`config.mk`:
```
export PLATFORM = sky130hd
export DESIGN_NAME = encoder_round_sequencer
export DESIGN_NICKNAME = d
export VERILOG_FILES = /design/src/rtl/encoder_pkg.sv /design/src/rtl/encoder_step_sel.sv /design/src/rtl/encoder_round_sequencer.sv
export SDC_FILE = /design/constraint.sdc
export NUM_CORES = 1
export LEC_CHECK = 0
export CAP_MARGIN = 20
export CORE_MARGIN = 1
export CORE_UTILIZATION = 45
export DETAILED_ROUTE_END_ITERATION = 8
export PLACE_DENSITY = 0.81
export RECOVER_POWER = 100
export SLEW_MARGIN = 5
export SYNTH_ARGS = -nofsm -noshare
export SYNTH_HDL_FRONTEND = slang
export SYNTH_HIERARCHICAL = 1
export SYNTH_SLANG_ARGS = --single-unit
```
`constraint.sdc`:
```
create_clock -name i_clk -period 2.4 [get_ports i_clk]
set_input_delay 0.48 -clock i_clk [delete_from_list [all_inputs] [get_ports i_clk]]
set_output_delay 0.48 -clock i_clk [all_outputs]
set_load 0.02 [all_outputs]
```
`src/rtl/encoder_pkg.sv`:
```
// Shared step indices, state encoding and mask helpers for the encoder round sequencer.
package encoder_pkg;

  localparam int NUM_STEPS = 5;

  localparam int STEP_CP = 0;
  localparam int STEP_RO = 1;
  localparam int STEP_PE = 2;
  localparam int STEP_RE = 3;
  localparam int STEP_RC = 4;

  typedef logic [NUM_STEPS-1:0] step_mask_t;
  typedef logic [2:0]           step_idx_t;

  typedef logic [1:0] state_t;
  localparam state_t ST_IDLE  = 2'd0;
  localparam state_t ST_ISSUE = 2'd1;
  localparam state_t ST_WAIT  = 2'd2;
  localparam state_t ST_DONE  = 2'd3;

  // Lowest enabled step; 0 for an empty mask (caller never issues in that case).
  function automatic step_idx_t f_first_step(input step_mask_t mask);
    f_first_step = '0;
    for (int i = NUM_STEPS - 1; i >= 0; i--) begin
      if (mask[i]) f_first_step = step_idx_t'(i);
    end
  endfunction

endpackage

```
`src/rtl/encoder_step_sel.sv`:
```
// Combinational step selector: next enabled step above the pointer, last-in-round flag,
// and first enabled step of the round.
module encoder_step_sel
  import encoder_pkg::*;
(
  input  step_mask_t i_mask,
  input  step_idx_t  i_ptr,
  output step_idx_t  o_next,
  output logic       o_last,
  output step_idx_t  o_first
);

  // Scan downward so the closest enabled step above the pointer wins.
  always_comb begin
    o_next = i_ptr;
    o_last = 1'b1;
    for (int i = NUM_STEPS - 1; i >= 0; i--) begin
      if (i_mask[i] && (step_idx_t'(i) > i_ptr)) begin
        o_next = step_idx_t'(i);
        o_last = 1'b0;
      end
    end
  end

  assign o_first = f_first_step(i_mask);

endmodule

```
`src/rtl/encoder_round_sequencer.sv`:
```
// Walks a batch of files through NUM_ROUNDS rounds of the enabled encoder steps,
// one-hot start / per-step finish handshake, with abort and a per-step watchdog.
module encoder_round_sequencer
  import encoder_pkg::*;
#(
  parameter int NUM_ROUNDS     = 24,
  parameter int FILE_IDX_W     = 10,
  parameter int ITER_W         = 5,
  parameter int TIMEOUT_CYCLES = 1023
) (
  input  logic                  i_clk,
  input  logic                  i_rst,
  input  logic                  i_start,
  input  logic                  i_abort,
  input  logic [FILE_IDX_W-1:0] i_file_base,
  input  logic [FILE_IDX_W-1:0] i_file_count,
  input  logic [NUM_STEPS-1:0]  i_step_mask,
  input  logic [NUM_STEPS-1:0]  i_step_finish,
  output logic [NUM_STEPS-1:0]  o_step_start,
  output logic [FILE_IDX_W-1:0] o_file_index,
  output logic [ITER_W-1:0]     o_iteration,
  output logic                  o_busy,
  output logic                  o_done,
  output logic                  o_timeout
);

  localparam int TW = $clog2(TIMEOUT_CYCLES + 2);

  state_t                r_state;
  step_mask_t            r_mask;
  step_idx_t             r_ptr;
  logic [FILE_IDX_W-1:0] r_files_left;
  logic [TW-1:0]         r_timer;

  step_idx_t     w_next;
  step_idx_t     w_first;
  step_idx_t     w_first_in;
  logic          w_last_step;
  logic          w_last_iter;
  logic          w_more_files;
  logic          w_empty_batch;
  logic [TW-1:0] w_timer_nxt;
  logic          w_expire;

  encoder_step_sel u_step_sel (
    .i_mask  (r_mask),
    .i_ptr   (r_ptr),
    .o_next  (w_next),
    .o_last  (w_last_step),
    .o_first (w_first)
  );

  assign w_first_in    = f_first_step(i_step_mask);
  assign w_empty_batch = (i_file_count == '0) || (i_step_mask == '0);
  assign w_last_iter   = (o_iteration == ITER_W'(NUM_ROUNDS - 1));
  assign w_more_files  = (r_files_left > FILE_IDX_W'(1));
  assign w_timer_nxt   = r_timer + TW'(1);
  assign w_expire      = (TIMEOUT_CYCLES != 0) && (32'(w_timer_nxt) == TIMEOUT_CYCLES);

  always_ff @(posedge i_clk) begin
    if (i_rst) begin
      r_state      <= ST_IDLE;
      r_mask       <= '0;
      r_ptr        <= '0;
      r_files_left <= '0;
      r_timer      <= '0;
      o_step_start <= '0;
      o_file_index <= '0;
      o_iteration  <= '0;
      o_busy       <= 1'b0;
      o_done       <= 1'b0;
      o_timeout    <= 1'b0;
    end else if (i_abort && (r_state != ST_IDLE)) begin
      // Abort beats any finish or watchdog expiry in the same cycle.
      r_state      <= ST_IDLE;
      o_step_start <= '0;
      o_busy       <= 1'b0;
      o_done       <= 1'b0;
    end else begin
      case (r_state)
        ST_IDLE: begin
          if (i_start) begin
            r_mask       <= i_step_mask;
            r_files_left <= i_file_count;
            r_ptr        <= w_first_in;
            o_file_index <= i_file_base;
            o_iteration  <= '0;
            o_timeout    <= 1'b0;
            o_busy       <= 1'b1;
            if (w_empty_batch) begin
              r_state <= ST_DONE;
              o_done  <= 1'b1;
            end else begin
              r_state      <= ST_ISSUE;
              o_step_start <= step_mask_t'(1) << w_first_in;
            end
          end
        end

        ST_ISSUE: begin
          o_step_start <= '0;
          r_timer      <= '0;
          r_state      <= ST_WAIT;
        end

        ST_WAIT: begin
          if (i_step_finish[r_ptr]) begin
            if (!w_last_step) begin
              r_ptr        <= w_next;
              o_step_start <= step_mask_t'(1) << w_next;
              r_state      <= ST_ISSUE;
            end else if (!w_last_iter) begin
              o_iteration  <= o_iteration + ITER_W'(1);
              r_ptr        <= w_first;
              o_step_start <= step_mask_t'(1) << w_first;
              r_state      <= ST_ISSUE;
            end else if (w_more_files) begin
              o_file_index <= o_file_index + FILE_IDX_W'(1);
              r_files_left <= r_files_left - FILE_IDX_W'(1);
              o_iteration  <= '0;
              r_ptr        <= w_first;
              o_step_start <= step_mask_t'(1) << w_first;
              r_state      <= ST_ISSUE;
            end else begin
              o_done  <= 1'b1;
              r_state <= ST_DONE;
            end
          end else begin
            r_timer <= w_timer_nxt;
            if (w_expire) begin
              o_timeout <= 1'b1;
              o_done    <= 1'b1;
              r_state   <= ST_DONE;
            end
          end
        end

        ST_DONE: begin
          o_done  <= 1'b0;
          o_busy  <= 1'b0;
          r_state <= ST_IDLE;
        end

        default: r_state <= ST_IDLE;
      endcase
    end
  end

endmodule

```
== After elaboration in Yosys (flattened, before gate mapping) ==
Index checks and enable logic that the tools add are counted.
Word-level totals
  logic and storage cells: 149
  register bits: 54
  input port bits: 34
Operators by class
  eq/ne operators: 20
  shift operators: 3
  reduce and logical (&&, ||, !) cells: 27
  add/sub/neg operators: 4
  $lt $le $gt $ge: 7
  bitwise operators: 1
  muxes and demuxes: 76
Operators with widths (number)
  $mux 10: 10
  $mux 3: 20
  $mux 5: 11
  $pmux 10 s2: 2
  $pmux 11 s2: 1
  $ne 2x2->1 const B: 9
  $mux 1: 16
  $ne 3x3->1 const B: 5
  $pmux 5 s3: 1
  $reduce_and 5->1: 3
  $shl 1x3->5 const A: 3
  $mux 2: 7
  $reduce_and 7->1: 2
  $add 11x1->11 const B: 1
  $eq 11x10->1 const B: 1
  $mux 11: 1
  $add 10x1->10 const B: 1
  $gt 10x1->1 const B: 1
  $logic_not 10->1: 1
  $pmux 5 s2: 1
  $sub 10x1->10 const B: 1
  $pmux 2 s4: 1
  $reduce_bool 2->1: 4
  $gt 1x3->1 const A: 2
  22 further kinds: 33

== Depth between registers and ports, before layout ==
Gate-level depths: netlist of the first run.
  depth after elaboration: 11
  mapped depth: 9

== Hierarchy ==
The synthesis of the first run kept the hierarchy.
Modules (own cells, without submodules)
  encoder_round_sequencer: cells an instance 469, area an instance 3639.7 sq um, instances 1, sequential area each 1081.0 sq um
  encoder_step_sel: cells an instance 25, area an instance 150.1 sq um, instances 1, sequential area each 0.0 sq um

== Least setup slack after synthesis of the first run ==
Ideal clock, no wire load.
  kind: reg-to-reg
  start point: register r_ptr[1]
  end point: register o_step_start[1]
  arrival time: 2240 ps
  data required time: 2328 ps
  buffers on the path: 1
  library setup time: 72 ps
  clock period less this slack: 2311 ps
  path slack: 89 ps
  stages on the path, launching flop included: 9
  cells stage by stage: dfxtp_1 -> nand2b_1 -> a21oi_2 -> o31ai_2 -> buf_2 -> mux2i_1 -> o21ai_0 -> or4b_1 -> mux2i_1
Between the ends
  elaborated cells between the ends (all ways): 29
RTL lines
  start: declaration: RTL line encoder_round_sequencer.sv:31  | step_idx_t r_ptr;
  start signal: assignment: RTL line encoder_round_sequencer.sv:85  | r_ptr <= w_first_in;
  start signal: assignment: RTL line encoder_round_sequencer.sv:109  | r_ptr <= w_next;
  start signal: assignment: RTL line encoder_round_sequencer.sv:114  | r_ptr <= w_first;
  $gt 3x3->1: RTL line encoder_step_sel.sv:18  | if (i_mask[i] && (step_idx_t'(i) > i_ptr)) begin
  $logic_and 1x1->1: RTL line encoder_step_sel.sv:18
  $mux 1 (4 in series): RTL line encoder_step_sel.sv:18
  $mux 1 *: RTL line encoder_step_sel.sv:18
  net w_last_step: RTL line encoder_round_sequencer.sv:38  | logic w_last_step;
  $mux 5: RTL line encoder_round_sequencer.sv:108  | if (!w_last_step) begin
  $mux 5: RTL line encoder_round_sequencer.sv:107  | if (i_step_finish[r_ptr]) begin
  $pmux 5 s3: RTL line encoder_round_sequencer.sv:80  | case (r_state)
  end signal: assignment: RTL line encoder_round_sequencer.sv:110  | o_step_start <= step_mask_t'(1) << w_next;
  end signal: assignment: RTL line encoder_round_sequencer.sv:115  | o_step_start <= step_mask_t'(1) << w_first;
  end signal: assignment: RTL line encoder_round_sequencer.sv:122  | o_step_start <= step_mask_t'(1) << w_first;
  end: declaration: RTL line encoder_round_sequencer.sv:19  | output logic [NUM_STEPS-1:0] o_step_start,
The timed path passes the listed nets; every way through them passes the cells marked *. The select of a mux whose other input is x is not followed.
A chain may end at the register's enable or synchronous reset.

== Final worst setup path of the first run ==
  start point: register r_mask[3]
  end point: register o_file_index[9]
Between the ends
  longest elaborated chain between the ends: 7
RTL lines
  start: declaration: RTL line encoder_round_sequencer.sv:30  | step_mask_t r_mask;
  start signal: assignment: RTL line encoder_round_sequencer.sv:83  | r_mask <= i_step_mask;
  $logic_and 1x1->1: RTL line encoder_step_sel.sv:18
  $mux 1 (4 in series): RTL line encoder_step_sel.sv:18
  net w_last_step: RTL line encoder_round_sequencer.sv:38
  $ne 2x2->1 (no line)
  $reduce_and 7->1 (no line)
  end signal: assignment: RTL line encoder_round_sequencer.sv:86  | o_file_index <= i_file_base;
  end signal: assignment: RTL line encoder_round_sequencer.sv:118  | o_file_index <= o_file_index + FILE_IDX_W'(1);
  end: declaration: RTL line encoder_round_sequencer.sv:20  | output logic [FILE_IDX_W-1:0] o_file_index,
The timed path passes the listed nets, and every way through them passes these cells.

==> results.cfg, run 1 <==
[critical_path]
crit_required_ns = 2.63
critPathSlowestCell = or4_4
path_class = flip-flop to flip-flop
worstPathArrival_ns = 2.59
cpPeakStageDelay_ns = 0.53
r2r_cells = 8
cp_max_fo = 10
startpoint_type = flip-flop
rr_endpoint = o_file_index[9]$_SDFFE_PP0P_
path_cells = nor2_2 -> nor2_1 -> o31ai_4 -> buf_4 -> nand2_4 -> or4_4 -> o31a_1 -> o32ai_2
r2r-start = r_mask[3]$_SDFFE_PP0P_
critPathTopFamily = simple AND/OR/NAND/NOR gates
reg2reg_slack_ns = 0.04
worstSetupEndpointType = flip-flop
crit_buf_inv = 1

[floorplan]
die_h_um = 93.77
initial_core_util_pct = 46.36
io_pins = 57
fp.dieW_um = 93.77
core_um2 = 8175
placementRows = 33
die-area_um2 = 8793

[clock_tree]
ctsHoldBuffers = 0
clk_pin_slew_ns = 0.11
clk_path_buf_depth = 2
root_buffer = clkbuf_8
cts_sinks = 54
htree_levels = 2
cts_setup_buffers = 0
cts_buffers = 5
cts_tree = done
clock_latency_ns = 0.31

[pwr]
power_frac_comb_pct = 51.2
pwr-share-seq_pct = 33.1
ir_drop_uv = 377.6
switching_share_pct = 44.18
p_clk_share_pct = 15.7
intPower_mw = 1.937
power.total_mw = 3.470
p_per_area_nw_per_um2 = 719.0
p_leak_nw = 1.749
switchingPower_mw = 1.533

[yosys]
synthFlopType = dfxtp_1
avgSynthCellArea_um2 = 7.672
synth_edf_count = 0
synth.most_common_cell = nand2_1
synthesis.area_um2 = 3790
synth_top_area_share_pct = 28.52
synth_commonest_cells = nand2_1 (63), dfxtp_1 (54), nor2_1 (27), a21oi_1 (26)
yosysWarnings = 6
yosysTopAreaCell = dfxtp_1
synth-seq-cells = 54
synthArstFlopShare_pct = 0
ys_types = 82
synth_nets = 534
synth_area_leaders = dfxtp_1 (29%), nand2_1 (6.2%), a21oi_1 (3.4%)
synth-seq-area-share_pct = 28.52
syn_inst = 494

[global_routing]
grt_first_pass_wirelength_um = 20310
antenna_found_initial = 0
globalRouteTotalUtil_pct = 28.84
grt_pass1_vias = 4288
overflow = 0
grt_start_max_net_pins = 32

[place]
place_area_um2 = 4741
dp_hpwl_um = 8944
io_buffers = 56
gp_congestion = 0.9391

[run]
cap_violations = 0

[worst_hold_path]
hold_start = o_step_start[3]$_SDFFE_PP0P_
min_path_type = flip-flop to flip-flop
worstHoldPathCells = 2
hold_end = o_step_start[3]$_SDFFE_PP0P_

[sta]
maxSlewHeadroom_pct = 61.57
clock_skew_ns = 0.01182
rsz0062_at_grt = true
max_freq_mhz = 423.6
worst_pin_slew_ns = 0.5738
post-route-min-period_ns = 2.361
whs_ns = 0.4588
hold_violations = 0
setup_violations = 0
finalCritPeriodShare_pct = 98.36
slew_viol_final = 0

[final_layout]
nFillCells = 729
drive_above_1_share_pct = 13.37
finalNetCount = 615
diodes = 0
multi_input_area_um2 = 2502
ff_latch_area_um2 = 1082
area_growth_pct = 27.34
fin_area_um2 = 4826

[route]
drc_errors = 0
first_pass_iters = 6
route.detailed.vias_per_inst = 6.586
drt.antenna.violating_nets = 0
initialDrtViolationCount = 414
drt_wl_total_um = 12260
vias = 4485
routedWlPerCell_um = 18.00

[run_status]
status = finished clean
-- cells in the final DEF (no fill, tap or decap), types with 8 or more instances in the layout --
master / Yosys / final
nand2_1: 63 / 63
a21oi_1: 26 / 25
dfxtp_1: 54 / 53
a31oi_1: 15 / 15
a32o_1: 8 / 8
nand3_1: 24 / 24
o21ai_0: 24 / 23
o21ai_1: 7 / 8
clkdlybuf4s50_1: 0 / 32
dlygate4sd3_1: 0 / 24
mux2i_1: 8 / 8
nor2_1: 27 / 27
nor3_1: 13 / 13
nand4_1: 16 / 16
buf_4: 1 / 47
inv_1: 17 / 17
nor4_1: 10 / 10
and3_1: 8 / 8
-- how the worst max path moves through the flow --
stage | start | to | slack [ns] | depth (start not counted)
6_report | r_mask[3]$_SDFFE_PP0P_ | o_file_index[9]$_SDFFE_PP0P_ | 0.04 | 8
5_1_grt | r_mask[3]$_SDFFE_PP0P_ | o_step_start[1]$_SDFFE_PP0P_ | -0.02 | 8
4_1_cts | r_mask[3]$_SDFFE_PP0P_ | o_file_index[9]$_SDFFE_PP0P_ | 0.02 | 8
2_1_floorplan | r_ptr[1]$_SDFFE_PP0P_ | o_step_start[1]$_SDFFE_PP0P_ | 0.09 | 8
3_3_place_gp | i_file_count[2] | o_step_start[0]$_SDFFE_PP0P_ | -0.001 | 7
3_5_place_dp | r_mask[3]$_SDFFE_PP0P_ | o_step_start[0]$_SDFFE_PP0P_ | -0.08 | 9
-- worst register-to-register path, delay by kind of cell, from the launching register on --
kind | cells | cell delay, ns
AND/OR/NAND/NOR | 4 | 0.88
AO/OA/AOI/OAI | 3 | 0.76
flip-flops | 1 | 0.38
buffers and inverters | 1 | 0.25
-- power groups by stage --
stage / combinational (mW) / clock [mW] / sequential (mW)
final: 1.78 / 0.545 / 1.15
after global routing: 1.90 / 0.585 / 1.16
after CTS: 1.76 / 0.550 / 1.14
after detailed placement: 1.74 / 0 / 1.16
after global placement: 1.70 / 0 / 1.16
after floorplan: 1.04 / 0 / 1.19
-- routing by layer --
layer,vias up,share of wire [%],GRT usage (%)
met5,-,0,0
met4,0,2.7,11.54
met3,45,9.1,4.693
met2,264,47,47.26
met1,2106,41,37.54
li1,2070,-,-
-- area by class of cell --
class / count / area share (%)
timing repair buffer: 109 / 19.73
clock buffer: 6 / 1.504
multi-input combinational: 387 / 51.85
sequential: 54 / 22.43
clock inverter: 2 / 0.3630
tap: 105 / 2.722
inverter: 18 / 1.400
-- registers in the layout, indices dropped and copies added (netlist names) --
register and cells:
r_state 2, r_files_left 10, r_ptr 3, o_iteration 5
o_busy 1, r_mask 5, o_done 1, r_timer 11
o_file_index 10, o_timeout 1, o_step_start 5
-- cell families (layout without fill, tap and decap cells) --
family | Yosys count | in the layout | share of synthesized area, %
AND/OR/NAND/NOR | 207 | 207 | 29.05
XOR/XNOR | 1 | 1 | 0.2311
AO/OA/AOI/OAI | 162 | 162 | 31.36
adder cells (fa/ha/maj) | 6 | 6 | 1.981
flip-flops | 54 | 54 | 28.52
multiplexers | 11 | 11 | 3.004
buffers and inverters | 53 | 135 | 5.843
-- metrics by stage --
| stage | setup TNS [ns] | cells | utilization, % | setup slack (ns) |
|---|---|---|---|---|
| after global placement | -0.001465 | 673 | 57.99 | -0.001465 |
| after global routing | -0.04152 | 681 | 59.03 | -0.02176 |
| after CTS | 0 | 681 | 59.24 | 0.02237 |
| final | 0 | 681 | 59.03 | 0.03926 |
| after detailed placement | -0.1763 | 673 | 57.99 | -0.07953 |
| after floorplan | 0 | 494 | - | 0.08857 |
-- what timing repair did --
item                       4_1_cts  5_1_grt
pin swaps                        0        1
gates cloned                     0        0
setup endpoints to repair        8        9
hold endpoints to repair         0        0
gates resized for setup          3        1
(Power assumes the default switching activity.)
==> run 2: changes to the inputs <==
- GPL_ROUTABILITY_DRIVEN: default -> 0
- PLACE_DENSITY: 0.81 -> 0.71
==> run 2 against run 1 <==
  * Sequential power about the same
  * Hold slack better by 0.0066 ns
  * Via count down 1.8%
  * Wire length down 2.1%
  * Clock-buffer cell count unchanged
  * Largest cell class unchanged
  * Largest power group unchanged
==> results.cfg, run 2 (synthesis gave the netlist of run 1 again) <==
[route]
vias = 4403
first_pass_iters = 5
drt.antenna.violating_nets = 0
initialDrtViolationCount = 354
drt_wl_total_um = 11990
drc_errors = 0
route.detailed.vias_per_inst = 6.504
routedWlPerCell_um = 17.71

[final_layout]
most-common-layout-cells = nand2_1 (63), dfxtp_1 (54), buf_4 (37)
layout_commonest_cell = nand2_1
nFillCells = 780
finalNetCount = 613
largest_register_ffs = 11
area_growth_pct = 26.84
multi_input_area_um2 = 2500
regMostFlops = r_timer
drive_above_1_share_pct = 12.94
ff_latch_area_um2 = 1081
diodes = 0
biggestRegsByFlops = r_timer x11, o_file_index x10, r_files_left x10

[pwr]
p_leak_nw = 1.740
switching_share_pct = 43.42
power_frac_comb_pct = 51.3
intPower_mw = 1.925
ir_drop_uv = 293.7
p_per_area_nw_per_um2 = 707.8
switchingPower_mw = 1.477
pwr-share-seq_pct = 33.4
p_clk_share_pct = 15.3

[clock_tree]
cts_sinks = 54
clock_latency_ns = 0.31
htree_levels = 2
root_buffer = clkbuf_8
cts_buffers = 5
clk_path_buf_depth = 2
clk_pin_slew_ns = 0.09
ctsHoldBuffers = 0
cts_tree = done

[critical_path]
crit_required_ns = 2.64
startpoint = r_ptr[1]$_SDFFE_PP0P_
worstSetupEndpointType = flip-flop
cp_max_fo = 6
rr_endpoint = o_step_start[4]$_SDFFE_PP0P_
r2r-start = r_ptr[1]$_SDFFE_PP0P_
startpoint_type = flip-flop
r2r_cells = 8
worstPathArrival_ns = 2.53
path_cells = nand2b_1 -> a21oi_2 -> o31ai_4 -> mux2_2 -> nand2_1 -> o31ai_2 -> or4_1 -> mux2i_1
reg2reg_slack_ns = 0.11
cpPeakStageDelay_ns = 0.53
path_class = flip-flop to flip-flop
critPathSlowestCell = or4_1

[global_routing]
grt_pass1_vias = 4207
grt_start_max_net_pins = 39
globalRouteTotalUtil_pct = 28.34
overflow = 0
grt_first_pass_wirelength_um = 20090
antenna_found_initial = 0

[sta]
clock_skew_ns = 0.009721
post-route-min-period_ns = 2.294
finalCritPeriodShare_pct = 95.58
max_freq_mhz = 435.9
slew_viol_final = 0
hold_violations = 0
whs_ns = 0.4653
tns_ns = 0
setup_violations = 0
rsz0062_at_grt = false
maxSlewHeadroom_pct = 39.37
worst_pin_slew_ns = 0.9095

[floorplan]
core_um2 = 8175
fp.dieW_um = 93.77
initial_core_util_pct = 46.36
placementRows = 33
die_h_um = 93.77
io_pins = 57
die-area_um2 = 8793

[place]
dp_hpwl_um = 8818
io_buffers = 56

[worst_hold_path]
hold_start = o_step_start[3]$_SDFFE_PP0P_
hold_end = o_step_start[3]$_SDFFE_PP0P_
worstHoldPathCells = 2
min_path_type = flip-flop to flip-flop

[run_status]
status = finished clean

[run]
cap_violations = 0
[run 2: cell types whose count changed in the layout (fill, tap and decap cells not counted), moves of 2 or more]
cell      change
clkbuf_4      +2
clkbuf_1      -2
o21ai_0       +2
buf_4        -10
clkbuf_2      +5
o21ai_1       -2
[run 2: repair_timing]
action                     CTS  global route
pin swaps                    0             0
setup buffers                0             0
setup endpoints to repair    5             3
resized for setup            2             2
[run 2: layout make-up]
cell class,instances,share of cell area (%)
clock buffers,6,1.718
inverters,18,1.406
multi-input cells,387,52.00
flip-flops and latches,54,22.49
well taps,105,2.733
repair buffers,107,19.65
[run 2: how the worst max path moves through the flow]
stage                                        end  cells past startpoint
floorplan           o_step_start[1]$_SDFFE_PP0P_                      8
global placement    o_step_start[0]$_SDFFE_PP0P_                      7
detailed placement  o_step_start[0]$_SDFFE_PP0P_                      7
CTS                 r_files_left[9]$_SDFFE_PP0P_                      9
global route        r_files_left[4]$_SDFFE_PP0P_                      6
finish              o_step_start[4]$_SDFFE_PP0P_                      8
[run 2: per-layer routing]
layer | wire, um | share of wire, % | up-vias | global-route usage, %
met3 | 821 | 6.8 | 31 | 4.126
met2 | 5689 | 47 | 219 | 46.41
li1 | - | - | 2053 | -
met1 | 5221 | 44 | 2100 | 37.65
met5 | 0 | 0 | - | 0
met4 | 260 | 2.2 | 0 | 10.13
[run 2: per-stage QoR]
stage,instance area [um^2],total power [mW],cells,setup WS (ns),util (%)
2_1_floorplan,3790,2.227,494,0.08857,-
3_3_place_gp,4738,2.847,671,-0.06081,57.96
3_5_place_dp,4738,2.878,671,-0.04051,57.96
4_1_cts,4833,3.409,677,0.07828,59.12
5_1_grt,4807,3.595,677,0.01122,58.80
6_report,4807,3.402,677,0.1061,58.80
[run 2: power by group through the flow]
| stage | Sequential, mW | Combinational (mW) | Clock, mW |
|---|---|---|---|
| final | 1.14 | 1.75 | 0.522 |
| after global routing | 1.15 | 1.88 | 0.561 |
| after CTS | 1.13 | 1.75 | 0.529 |
| after detailed placement | 1.15 | 1.73 | 0 |
| after global placement | 1.15 | 1.70 | 0 |
| after floorplan | 1.19 | 1.04 | 0 |
[run 2: critical path, delay by kind of cell (launching register included)]
family	cells	cell delay [ns]
AND/OR/NAND/NOR	3	0.78
multiplexers	2	0.52
AO/OA/AOI/OAI	3	0.48
flip-flops	1	0.44
==> run 3: changes to the inputs <==
- ABC_AREA: default -> 1
- PLACE_DENSITY: 0.71 -> 0.72
- RECOVER_POWER: 100 -> 50
==> run 3 against run 2 <==
  * Highest routed layer unchanged
  * Maximum frequency grew 7.3%
  * Die area shrank 8.3%
  * Synthesized cell count grew 16%
  * Clock-buffer cell count grew 1
==> results.cfg, run 3 <==
[route]
drc_errors = 0
wl_met1_um = 4303
drt.antenna.violating_nets = 0
route.detailed.vias_per_inst = 5.089
vias = 3705
initialDrtViolationCount = 266
highest_layer = met4
wl_met3_um = 380
first_pass_iters = 5
wl_met2_um = 4121
drt_wl_total_um = 8879
routedWlPerCell_um = 12.20

[critical_path]
critPathSlowestCell = dfxtp_1
crit_buf_inv = 2
rr_endpoint = r_files_left[7]$_SDFFE_PP0P_
r2r_cells = 12
critPathTopFamily = simple AND/OR/NAND/NOR gates
path_cells = nand2_1 -> nand3_1 -> nand3_1 -> nor2_1 -> inv_1 -> a21oi_2 -> nand2_1 -> nor2_4 -> buf_12 -> nand2_1 -> o21ai_1 -> nor2_1
worstSetupEndpointType = flip-flop
crit_path_frequent_cell = nand2_1
crit_required_ns = 2.60
cp_max_fo = 21
path_class = flip-flop to flip-flop
startpoint_type = flip-flop
worstPathArrival_ns = 2.33
reg2reg_slack_ns = 0.26
r2r-start = r_ptr[0]$_SDFFE_PP0P_
cpPeakStageDelay_ns = 0.50

[run]
cap_violations = 0

[place]
io_buffers = 56
dp_cells = 720
dp_hpwl_um = 6579

[yosys]
synth_nets = 612
synthesis.area_um2 = 3468
ys_types = 33
synth.most_common_cell = nand2_1
synth_commonest_cells = nand2_1 (154), nor2_1 (100), inv_1 (59), dfxtp_1 (54), nand3_1 (51)
synth_edf_count = 0
yosysWarnings = 6
synthFlopType = dfxtp_1
synth_top_area_share_pct = 31.17
synth-seq-cells = 54
synthArstFlopShare_pct = 0
yosysTopAreaCell = dfxtp_1
avgSynthCellArea_um2 = 6.064
syn_inst = 572
synth_area_leaders = dfxtp_1 (31%), nand2_1 (17%), nor2_1 (11%)
synth-seq-area-share_pct = 31.17

[final_layout]
diodes = 0
regMostFlops = r_timer
biggestRegsByFlops = r_timer x11, o_file_index x10, r_files_left x10
layout_commonest_cell = nand2_1
most-common-layout-cells = nand2_1 (154), nor2_1 (100), inv_1 (59)
drive_above_1_share_pct = 7.313
fin_cells = 728
finalNetCount = 668
largest_register_ffs = 11
fin_util_pct = 57.32
nFillCells = 733
area_growth_pct = 21.79

[pwr]
switchingPower_mw = 1.506
p_leak_nw = 1.910
ir_drop_uv = 428.9
power_frac_comb_pct = 46.3
pwr-share-seq_pct = 37.3
p_per_area_nw_per_um2 = 807.3
p_clk_share_pct = 16.4
switching_share_pct = 44.16
intPower_mw = 1.904

[clock_tree]
root_buffer = clkbuf_8
clk_pin_slew_ns = 0.10
clk_path_buf_depth = 2
clock_latency_ns = 0.32
cts_sinks = 54
cts-resized-gates = 0
cts_setup_buffers = 0
ctsHoldBuffers = 0
cts_tree = done
htree_levels = 2
cts_buffers = 5

[floorplan]
die-area_um2 = 8062
placementRows = 31
die_h_um = 89.79
io_pins = 57
initial_core_util_pct = 47.06
core_um2 = 7370
fp.dieW_um = 89.79

[sta]
worst_pin_slew_ns = 0.6014
hold_violations = 0
tns_ns = 0
setup_violations = 0
maxSlewHeadroom_pct = 59.91
max_freq_mhz = 467.8
slew_viol_final = 0
clock_skew_ns = 0.01061
finalCritPeriodShare_pct = 89.07
post-route-min-period_ns = 2.138
whs_ns = 0.4597
rsz0062_at_grt = false

[worst_hold_path]
worstHoldPathCells = 2
hold_end = o_done$_SDFFE_PP0P_
min_path_type = flip-flop to flip-flop
hold_start = o_done$_SDFFE_PP0P_

[global_routing]
grt_pass1_vias = 3345
antenna_found_initial = 0
overflow = 0
grt_first_pass_wirelength_um = 15150
grt_start_max_net_pins = 35
globalRouteTotalUtil_pct = 22.54

[run_status]
status = finished clean
## run 3: cell types whose count changed after synthesis, sizes merged, moves of 11 or more
cell	previous run	this run
inv	17	64
o21ai	32	45
nand3	24	55
nor2	28	111
buf	18	7
nand2	64	156
nor3	14	3
a31oi	15	0
## run 3: worst reg2reg max path, cell delays in order (launching register included)
cell     delay (ns)
dfxtp_1        0.50
nand2_1        0.08
nand3_1        0.13
nand3_1        0.09
nor2_1         0.22
inv_1          0.18
a21oi_2        0.18
nand2_1        0.10
nor2_4         0.17
buf_12         0.19
nand2_1        0.06
o21ai_1        0.07
nor2_1         0.05
## run 3: worst max path at each step
| stage | start | to | slack, ns | depth (start not counted) |
|---|---|---|---|---|
| after floorplan | r_ptr[0]$_SDFFE_PP0P_ | o_file_index[7]$_SDFFE_PP0P_ | 0.55 | 12 |
| after global placement | i_step_finish[1] | r_timer[8]$_SDFFE_PP0P_ | 0.28 | 11 |
| after detailed placement | i_step_finish[1] | r_timer[7]$_SDFFE_PP0P_ | 0.21 | 11 |
| after CTS | r_ptr[0]$_SDFFE_PP0P_ | r_files_left[7]$_SDFFE_PP0P_ | 0.30 | 12 |
| after global routing | r_ptr[0]$_SDFFE_PP0P_ | o_iteration[1]$_SDFFE_PP0P_ | 0.04 | 10 |
| final | r_ptr[0]$_SDFFE_PP0P_ | r_files_left[7]$_SDFFE_PP0P_ | 0.26 | 12 |
## run 3: per-layer routing
metal  global-route usage [%]  up-vias
li1                         -     1936
met1                    30.48     1664
met2                    37.44       97
met3                    3.384        8
met4                    5.738        0
met5                        0        -
## run 3: per-stage QoR
stage	worst slack (ns)	power [mW]	instance area (um^2)
6_report	0.2624	3.410	4224
4_1_cts	0.2985	3.451	4238
2_1_floorplan	0.5509	2.398	3468
3_5_place_dp	0.2118	2.889	4143
3_3_place_gp	0.2756	2.855	4143
5_1_grt	0.03765	3.686	4224
## run 3: kinds of logic (layout without fill, tap and decap cells)
logic type | count (synthesis) | count (layout) | share of synthesized area, %
AND/OR/NAND/NOR | 341 | 341 | 42.14
AO/OA/AOI/OAI | 87 | 87 | 13.85
multiplexers | 1 | 1 | 0.2886
adder cells (fa/ha/maj) | 6 | 6 | 2.164
buffers and inverters | 79 | 136 | 9.379
XOR/XNOR | 4 | 4 | 1.010
flip-flops | 54 | 54 | 31.17
## run 3: area by class of cell
cell class / count / area [um^2] / area share [%]
timing repair buffer: 64 / 629.4 / 14.90
clock buffer: 7 / 86.33 / 2.044
tap: 99 / 123.9 / 2.932
multi-input combinational: 439 / 2052 / 48.58
sequential: 54 / 1081 / 25.59
clock inverter: 1 / 8.758 / 0.2073
inverter: 64 / 242.7 / 5.746
## run 3: power groups by stage
| stage | combinational (mW) | clock [mW] | sequential, mW |
|---|---|---|---|
| 2_1_floorplan | 1.05 | 0 | 1.34 |
| 3_3_place_gp | 1.57 | 0 | 1.28 |
| 3_5_place_dp | 1.60 | 0 | 1.29 |
| 4_1_cts | 1.61 | 0.571 | 1.27 |
| 5_1_grt | 1.77 | 0.611 | 1.30 |
| 6_report | 1.58 | 0.560 | 1.27 |
